## config.mk

```make
export PLATFORM = sky130hd
export DESIGN_NAME = axi_rd_arbiter
export DESIGN_NICKNAME = d
export VERILOG_FILES = /design/src/rtl/npu_axi_pkg.sv /design/src/rtl/rr_picker.sv /design/src/rtl/axi_rd_arbiter.sv
export SDC_FILE = /design/constraint.sdc
export NUM_CORES = 1
export LEC_CHECK = 0
export ABC_AREA = 1
export CAP_MARGIN = 0
export CORE_AREA = 2 2 289 291
export DETAILED_ROUTE_END_ITERATION = 12
export DIE_AREA = 0 0 291 293
export GPL_TIMING_DRIVEN = 0
export SYNTH_ARGS = -nofsm -noshare
export SYNTH_HDL_FRONTEND = slang
export SYNTH_HIERARCHICAL = 1
export SYNTH_SLANG_ARGS = --single-unit
```

## constraint.sdc

```tcl
create_clock -name clk -period 1.5 [get_ports clk]
set_clock_uncertainty 0.1 [all_clocks]
set_input_delay 0.225 -clock clk [delete_from_list [all_inputs] [get_ports clk]]
set_output_delay 0.225 -clock clk [all_outputs]
set_load 0.02 [all_outputs]
```

## src/rtl/npu_axi_pkg.sv

```systemverilog
// Shared AXI constants and arbiter state type for the NPU fetch-side AXI blocks.
// Pure declarations: no logic, no latency, no backpressure.
package npu_axi_pkg;

    localparam int          AXI_BEAT_BYTES = 32;
    localparam logic [2:0]  AXI_SIZE_32B   = 3'd5;

    typedef enum logic [1:0] {
        ST_IDLE,
        ST_ADDR,
        ST_DATA
    } arb_state_t;

endpackage

```

## src/rtl/rr_picker.sv

```systemverilog
// Round-robin priority select: first asserted req after index last, wrapping.
// Purely combinational, zero latency; no backpressure of its own.
module rr_picker #(
    parameter int NUM_CLIENTS = 2,
    parameter int IDX_W       = $clog2(NUM_CLIENTS)
) (
    input  logic [NUM_CLIENTS-1:0] req,
    input  logic [IDX_W-1:0]       last,
    output logic                   found,
    output logic [IDX_W-1:0]       idx
);

    logic [IDX_W-1:0] cand;

    // Scan from farthest to nearest so the nearest requester overwrites the result.
    always_comb begin
        found = 1'b0;
        idx   = '0;
        cand  = '0;
        for (int k = NUM_CLIENTS; k >= 1; k--) begin
            cand = IDX_W'((int'(last) + k) % NUM_CLIENTS);
            if (req[cand]) begin
                found = 1'b1;
                idx   = cand;
            end
        end
    end

endmodule

```

## src/rtl/axi_rd_arbiter.sv

```systemverilog
// Round-robin share of one AXI read port among NUM_CLIENTS, one burst in flight.
// AR leaves 1 cycle after client accept; R is combinational passthrough with rready from the granted client.
module axi_rd_arbiter #(
    parameter int NUM_CLIENTS = 2,
    parameter int ADDR_W      = 64,
    parameter int DATA_W      = 256
) (
    input  logic                          clk,
    input  logic                          rst_n,
    input  logic [NUM_CLIENTS-1:0]        c_arvalid,
    output logic [NUM_CLIENTS-1:0]        c_arready,
    input  logic [NUM_CLIENTS*ADDR_W-1:0] c_araddr,
    input  logic [NUM_CLIENTS*8-1:0]      c_arlen,
    output logic [NUM_CLIENTS-1:0]        c_rvalid,
    input  logic [NUM_CLIENTS-1:0]        c_rready,
    output logic [DATA_W-1:0]             c_rdata,
    output logic                          c_rlast,
    output logic                          m_axi_arvalid,
    input  logic                          m_axi_arready,
    output logic [ADDR_W-1:0]             m_axi_araddr,
    output logic [7:0]                    m_axi_arlen,
    output logic [2:0]                    m_axi_arsize,
    input  logic                          m_axi_rvalid,
    output logic                          m_axi_rready,
    input  logic [DATA_W-1:0]             m_axi_rdata,
    input  logic                          m_axi_rlast,
    output logic                          busy,
    output logic [$clog2(NUM_CLIENTS)-1:0] grant_idx,
    output logic                          err_len
);
    import npu_axi_pkg::*;

    localparam int GW = $clog2(NUM_CLIENTS);

    arb_state_t        state, state_nxt;
    logic [GW-1:0]     grant_q, last_q, pick_idx;
    logic              pick_found;
    logic [ADDR_W-1:0] addr_q;
    logic [7:0]        len_q;
    logic [8:0]        beat_cnt;
    logic              err_q;
    logic              r_hs;

    rr_picker #(
        .NUM_CLIENTS (NUM_CLIENTS),
        .IDX_W       (GW)
    ) u_picker (
        .req   (c_arvalid),
        .last  (last_q),
        .found (pick_found),
        .idx   (pick_idx)
    );

    always_ff @(posedge clk or negedge rst_n) begin
        if (!rst_n) state <= ST_IDLE;
        else        state <= state_nxt;
    end

    always_comb begin
        state_nxt    = state;
        c_arready    = '0;
        c_rvalid     = '0;
        m_axi_rready = 1'b0;
        r_hs         = 1'b0;
        case (state)
            ST_IDLE: begin
                if (pick_found) begin
                    c_arready[pick_idx] = 1'b1;
                    state_nxt           = ST_ADDR;
                end
            end
            ST_ADDR: begin
                if (m_axi_arready) state_nxt = ST_DATA;
            end
            ST_DATA: begin
                c_rvalid[grant_q] = m_axi_rvalid;
                m_axi_rready      = c_rready[grant_q];
                r_hs              = m_axi_rvalid && c_rready[grant_q];
                if (r_hs && m_axi_rlast) state_nxt = ST_IDLE;
            end
            default: state_nxt = ST_IDLE;
        endcase
    end

    always_ff @(posedge clk or negedge rst_n) begin
        if (!rst_n) begin
            grant_q  <= '0;
            last_q   <= GW'(NUM_CLIENTS - 1);
            addr_q   <= '0;
            len_q    <= '0;
            beat_cnt <= '0;
            err_q    <= 1'b0;
        end else begin
            if (state == ST_IDLE && pick_found) begin
                grant_q  <= pick_idx;
                addr_q   <= c_araddr[int'(pick_idx)*ADDR_W +: ADDR_W];
                len_q    <= c_arlen[int'(pick_idx)*8 +: 8];
                beat_cnt <= '0;
            end
            if (r_hs) begin
                beat_cnt <= beat_cnt + 9'd1;
                // Early or late rlast is flagged; a late one still ends the burst on rlast.
                if (m_axi_rlast) begin
                    if (beat_cnt != {1'b0, len_q}) err_q <= 1'b1;
                    last_q <= grant_q;
                end else if (beat_cnt == {1'b0, len_q}) begin
                    err_q <= 1'b1;
                end
            end
        end
    end

    assign m_axi_arvalid = (state == ST_ADDR);
    assign m_axi_araddr  = addr_q;
    assign m_axi_arlen   = len_q;
    assign m_axi_arsize  = AXI_SIZE_32B;
    assign c_rdata       = m_axi_rdata;
    assign c_rlast       = m_axi_rlast;
    assign busy          = (state != ST_IDLE);
    assign grant_idx     = grant_q;
    assign err_len       = err_q;

endmodule

```

==> flow_metrics.env <==
export IMPL_first_global_vias=6799
export IMPL_area_delta_synth_final_pct=126
export IMPL_share_comb_of_total_power_pct=60.9
export IMPL_switchingPower_w=0.00760
export IMPL_synthSimpleGateAreaFrac_pct=24.2
export IMPL_clk_path_buf_depth=2
export IMPL_final_setup_viol_count=82
export IMPL_cp_max_fo=3
export IMPL_die_area_mm2=0.0853
export IMPL_clk_pin_slew_ps=90
export IMPL_powerDensity_mw_per_mm2=1250
export IMPL_path_class="reg2out"
export IMPL_switching_share_pct=44.6
export IMPL_synth_xor_area_share_pct=0.146
export IMPL_clock_root_buffer="clkbuf_16"
export IMPL_worst_pin_slew_ps=675
export IMPL_status="complete, but fails checks"
export IMPL_grt_use_total_pct=8.10
export IMPL_clockPowerShare_pct=15.3
export IMPL_synth_seq_cells=86
export IMPL_io_buffers=490
export IMPL_nNetsFinal=1746
export IMPL_fin_ws_ps=-406
export IMPL_synth_fa_ha_area_share_pct=0.209
export IMPL_synth_area_mux_share_pct=0
export IMPL_max_freq_mhz=525
export IMPL_synth_seq_area_share_pct=35.9
export IMPL_rsz0062_at_grt="true"
export IMPL_cts_sinks=86
export IMPL_die_w_um=291
export IMPL_rr_startpoint="last_q"
export IMPL_gp_congestion=0.799
export IMPL_maxCapViolCount=0
export IMPL_grt_pass1_wl_um=48600
export IMPL_fillers=9205
export IMPL_synth_top_cell_area_share_pct=35.4
export IMPL_cpMaxStageDelayCell="dfstp_2"
export IMPL_hold_depth=3
export IMPL_synth_distinct_cells=24
export IMPL_cp_slowest_stage_delay_ps=560
export IMPL_violations="setup timing"
export IMPL_hold_start="c_araddr[39]"
export IMPL_tritoncts="done"
export IMPL_r2r_slack_ps=-360
export IMPL_holdPathEnd="m_axi_araddr[39]"
export IMPL_io_pins=750
export IMPL_syn_avg_cell_area_um2=7.64
export IMPL_ys_top_cells_by_area="dfrtp_1 (35%), buf_4 (34%), nand2_1 (16%)"
export IMPL_clock_latency_ps=380
export IMPL_finalPower_w=0.0170
export IMPL_slew_viol_final=0
export IMPL_numCtsBuffers=9
export IMPL_finalCritPeriodShare_pct=127
export IMPL_fp_coreArea_mm2=0.0818
export IMPL_hold_ws_ps=281
export IMPL_viasPerCell=2.88
export IMPL_start_kind="register"
export IMPL_critPathCaptureType="output pin"
export IMPL_std_cell_rows=105
export IMPL_ant_nets=0
export IMPL_die_h_um=293
export IMPL_p_seq_share_pct=23.8
export IMPL_first_pass_iters=4
export IMPL_drc=0
export IMPL_synth_top_family_by_area="buffers and inverters"
export IMPL_dp_hpwl_um=30000
export IMPL_fin_crit_ps=1910
export IMPL_hold_viol=0
export IMPL_drt_wl_total_um=38100
export IMPL_reg2regPathDepth=9
export IMPL_timing_critical_path_arrival_ps=1580
export IMPL_crit_chain="a21oi_4 > or2_4 > inv_16 > buf_12 > buf_8"
export IMPL_wl_per_cell_um=15.8
export IMPL_critPathRequiredTime_ps=1170
export IMPL_ir_drop_mv=0.552
export IMPL_drt_iter0_markers=242
export IMPL_ys_warn_count=6
export IMPL_syn_area_mm2=0.00600
export IMPL_htree_levels=3
export IMPL_grt_max_degree=48
export IMPL_vias=6949
export IMPL_synth_compound_area_share_pct=2.50
export IMPL_relSlewSlack_pct=55.0
export IMPL_internal_power_w=0.00943
export IMPL_overflow=0
export IMPL_initial_utilization_pct=7.33
export IMPL_p_leak_nw=6.03
export IMPL_syn_inst=785
export IMPL_yosysTopAreaCell="dfrtp_1"
export IMPL_hold_path_class="in2reg"
export IMPL_rr_endpoint="m_axi_araddr[25]"
export IMPL_antenna_found_initial=11
export IMPL_drive_gt1_share_pct=31.7
-- registers in the layout, summed over array words and instances, names as in the netlist --
signal        cells
err_len           1
last_q            1
m_axi_araddr     64
grant_idx         1
m_axi_arlen       8
state             2
beat_cnt          9
-- worst max-delay path by stage --
| stage | cells after the start | slack, ps | from | to |
|---|---|---|---|---|
| after floorplan | 4 | 80 | last_q | c_arready[0] |
| after CTS | 6 | -580 | state[1] | c_arready[0] |
| final | 5 | -410 | last_q | c_arready[0] |
| after global placement | 1 | -4190 | rst_n | state[0] |
| after detailed placement | 8 | -2020 | c_arvalid[0] | c_arready[1] |
| after global routing | 5 | -480 | last_q | c_arready[0] |
-- stage by stage --
stage | worst slack, ps | cells | util (%) | TNS [ps] | cell area (um2)
after floorplan | 78.7 | 786 | - | 0 | 6000
after global placement | -4190 | 2346 | 15.0 | -471980 | 12200
after detailed placement | -2020 | 2347 | 15.0 | -116950 | 12300
after CTS | -579 | 2379 | 15.6 | -34710 | 12800
after global routing | -476 | 2413 | 16.6 | -27020 | 13600
final | -406 | 2414 | 16.6 | -21300 | 13600
-- critical path: cells and delay by family, from the launching register on --
kind,cells,cell delay (ps)
compound gates,1,60
buf+inv,3,270
flops,1,560
simple gates,1,310
-- layout make-up --
cell class | count | area (um2) | area share, %
Tap cell | 1070 | 1340 | 9.85
Buffer | 281 | 2200 | 16.2
Multi-Input combinational cell | 384 | 1890 | 13.9
Sequential cell | 86 | 2160 | 15.9
Timing Repair Buffer | 539 | 5520 | 40.6
Clock buffer | 10 | 229 | 1.69
Inverter | 35 | 179 | 1.32
Clock inverter | 6 | 70.1 | 0.516
Antenna cell | 3 | 7.51 | 0.0553
-- power groups by stage --
stage                     clock network, W  logic [W]  registers, W
final                              0.00260     0.0104       0.00406
after CTS                          0.00284    0.00912       0.00405
after global placement                   0    0.00906       0.00411
after global routing               0.00289     0.0111       0.00418
after detailed placement                 0    0.00910       0.00410
after floorplan                          0    0.00330       0.00507
-- Yosys cell counts (all sizes together) --
cell type    n
buf        275
nand2      252
dfrtp       85
nand3       77
inv         35
nor2        19
o21ai        9
o211ai       7
a21oi        6
clkbuf       6
conb         2
nor3         2
o31ai        2
or2          2
a22oi        1
dfstp        1
ha           1
nand4        1
nor4         1
xor2         1
-- kinds of logic after synthesis --
logic type	after synthesis
XOR/XNOR	1
AO/OA/AOI/OAI	25
adder cells (fa/ha/maj)	1
other	2
AND/OR/NAND/NOR	354
flip-flops	86
buffers and inverters	316
-- cell usage in the layout, fill, tap and decap left out, types with 8 or more instances in the layout --
master,count
clkbuf_16,17
clkdlybuf4s15_2,9
dlygate4sd2_1,45
dfrtp_1,81
buf_4,286
buf_12,14
nand2_4,9
nor2_1,11
inv_1,25
nand3_1,68
clkdlybuf4s50_1,404
nand2_1,234
buf_6,16
clkdlybuf4s15_1,14
o21ai_0,8
-- layer usage --
| metal | wire length [um] | up-vias | global-route usage (%) |
|---|---|---|---|
| met2 | 18600 | 440 | 13.5 |
| met3 | 3190 | 48 | 2.91 |
| met5 | 36 | - | 0 |
| li1 | - | 3283 | - |
| met4 | 1260 | 6 | 3.15 |
| met1 | 14900 | 3172 | 9.41 |
-- repair_timing --
item / in CTS / in global routing
resized for setup: 218 / 110
pin swaps: 5 / 9
endpoints found under the setup margin: 165 / 103
cloned: 0 / 8
buffers inserted: 15 / 24
endpoints found under the hold margin: 39 / 0
hold buffers: 1 / 0
Power figures use the tool's default switching activity.
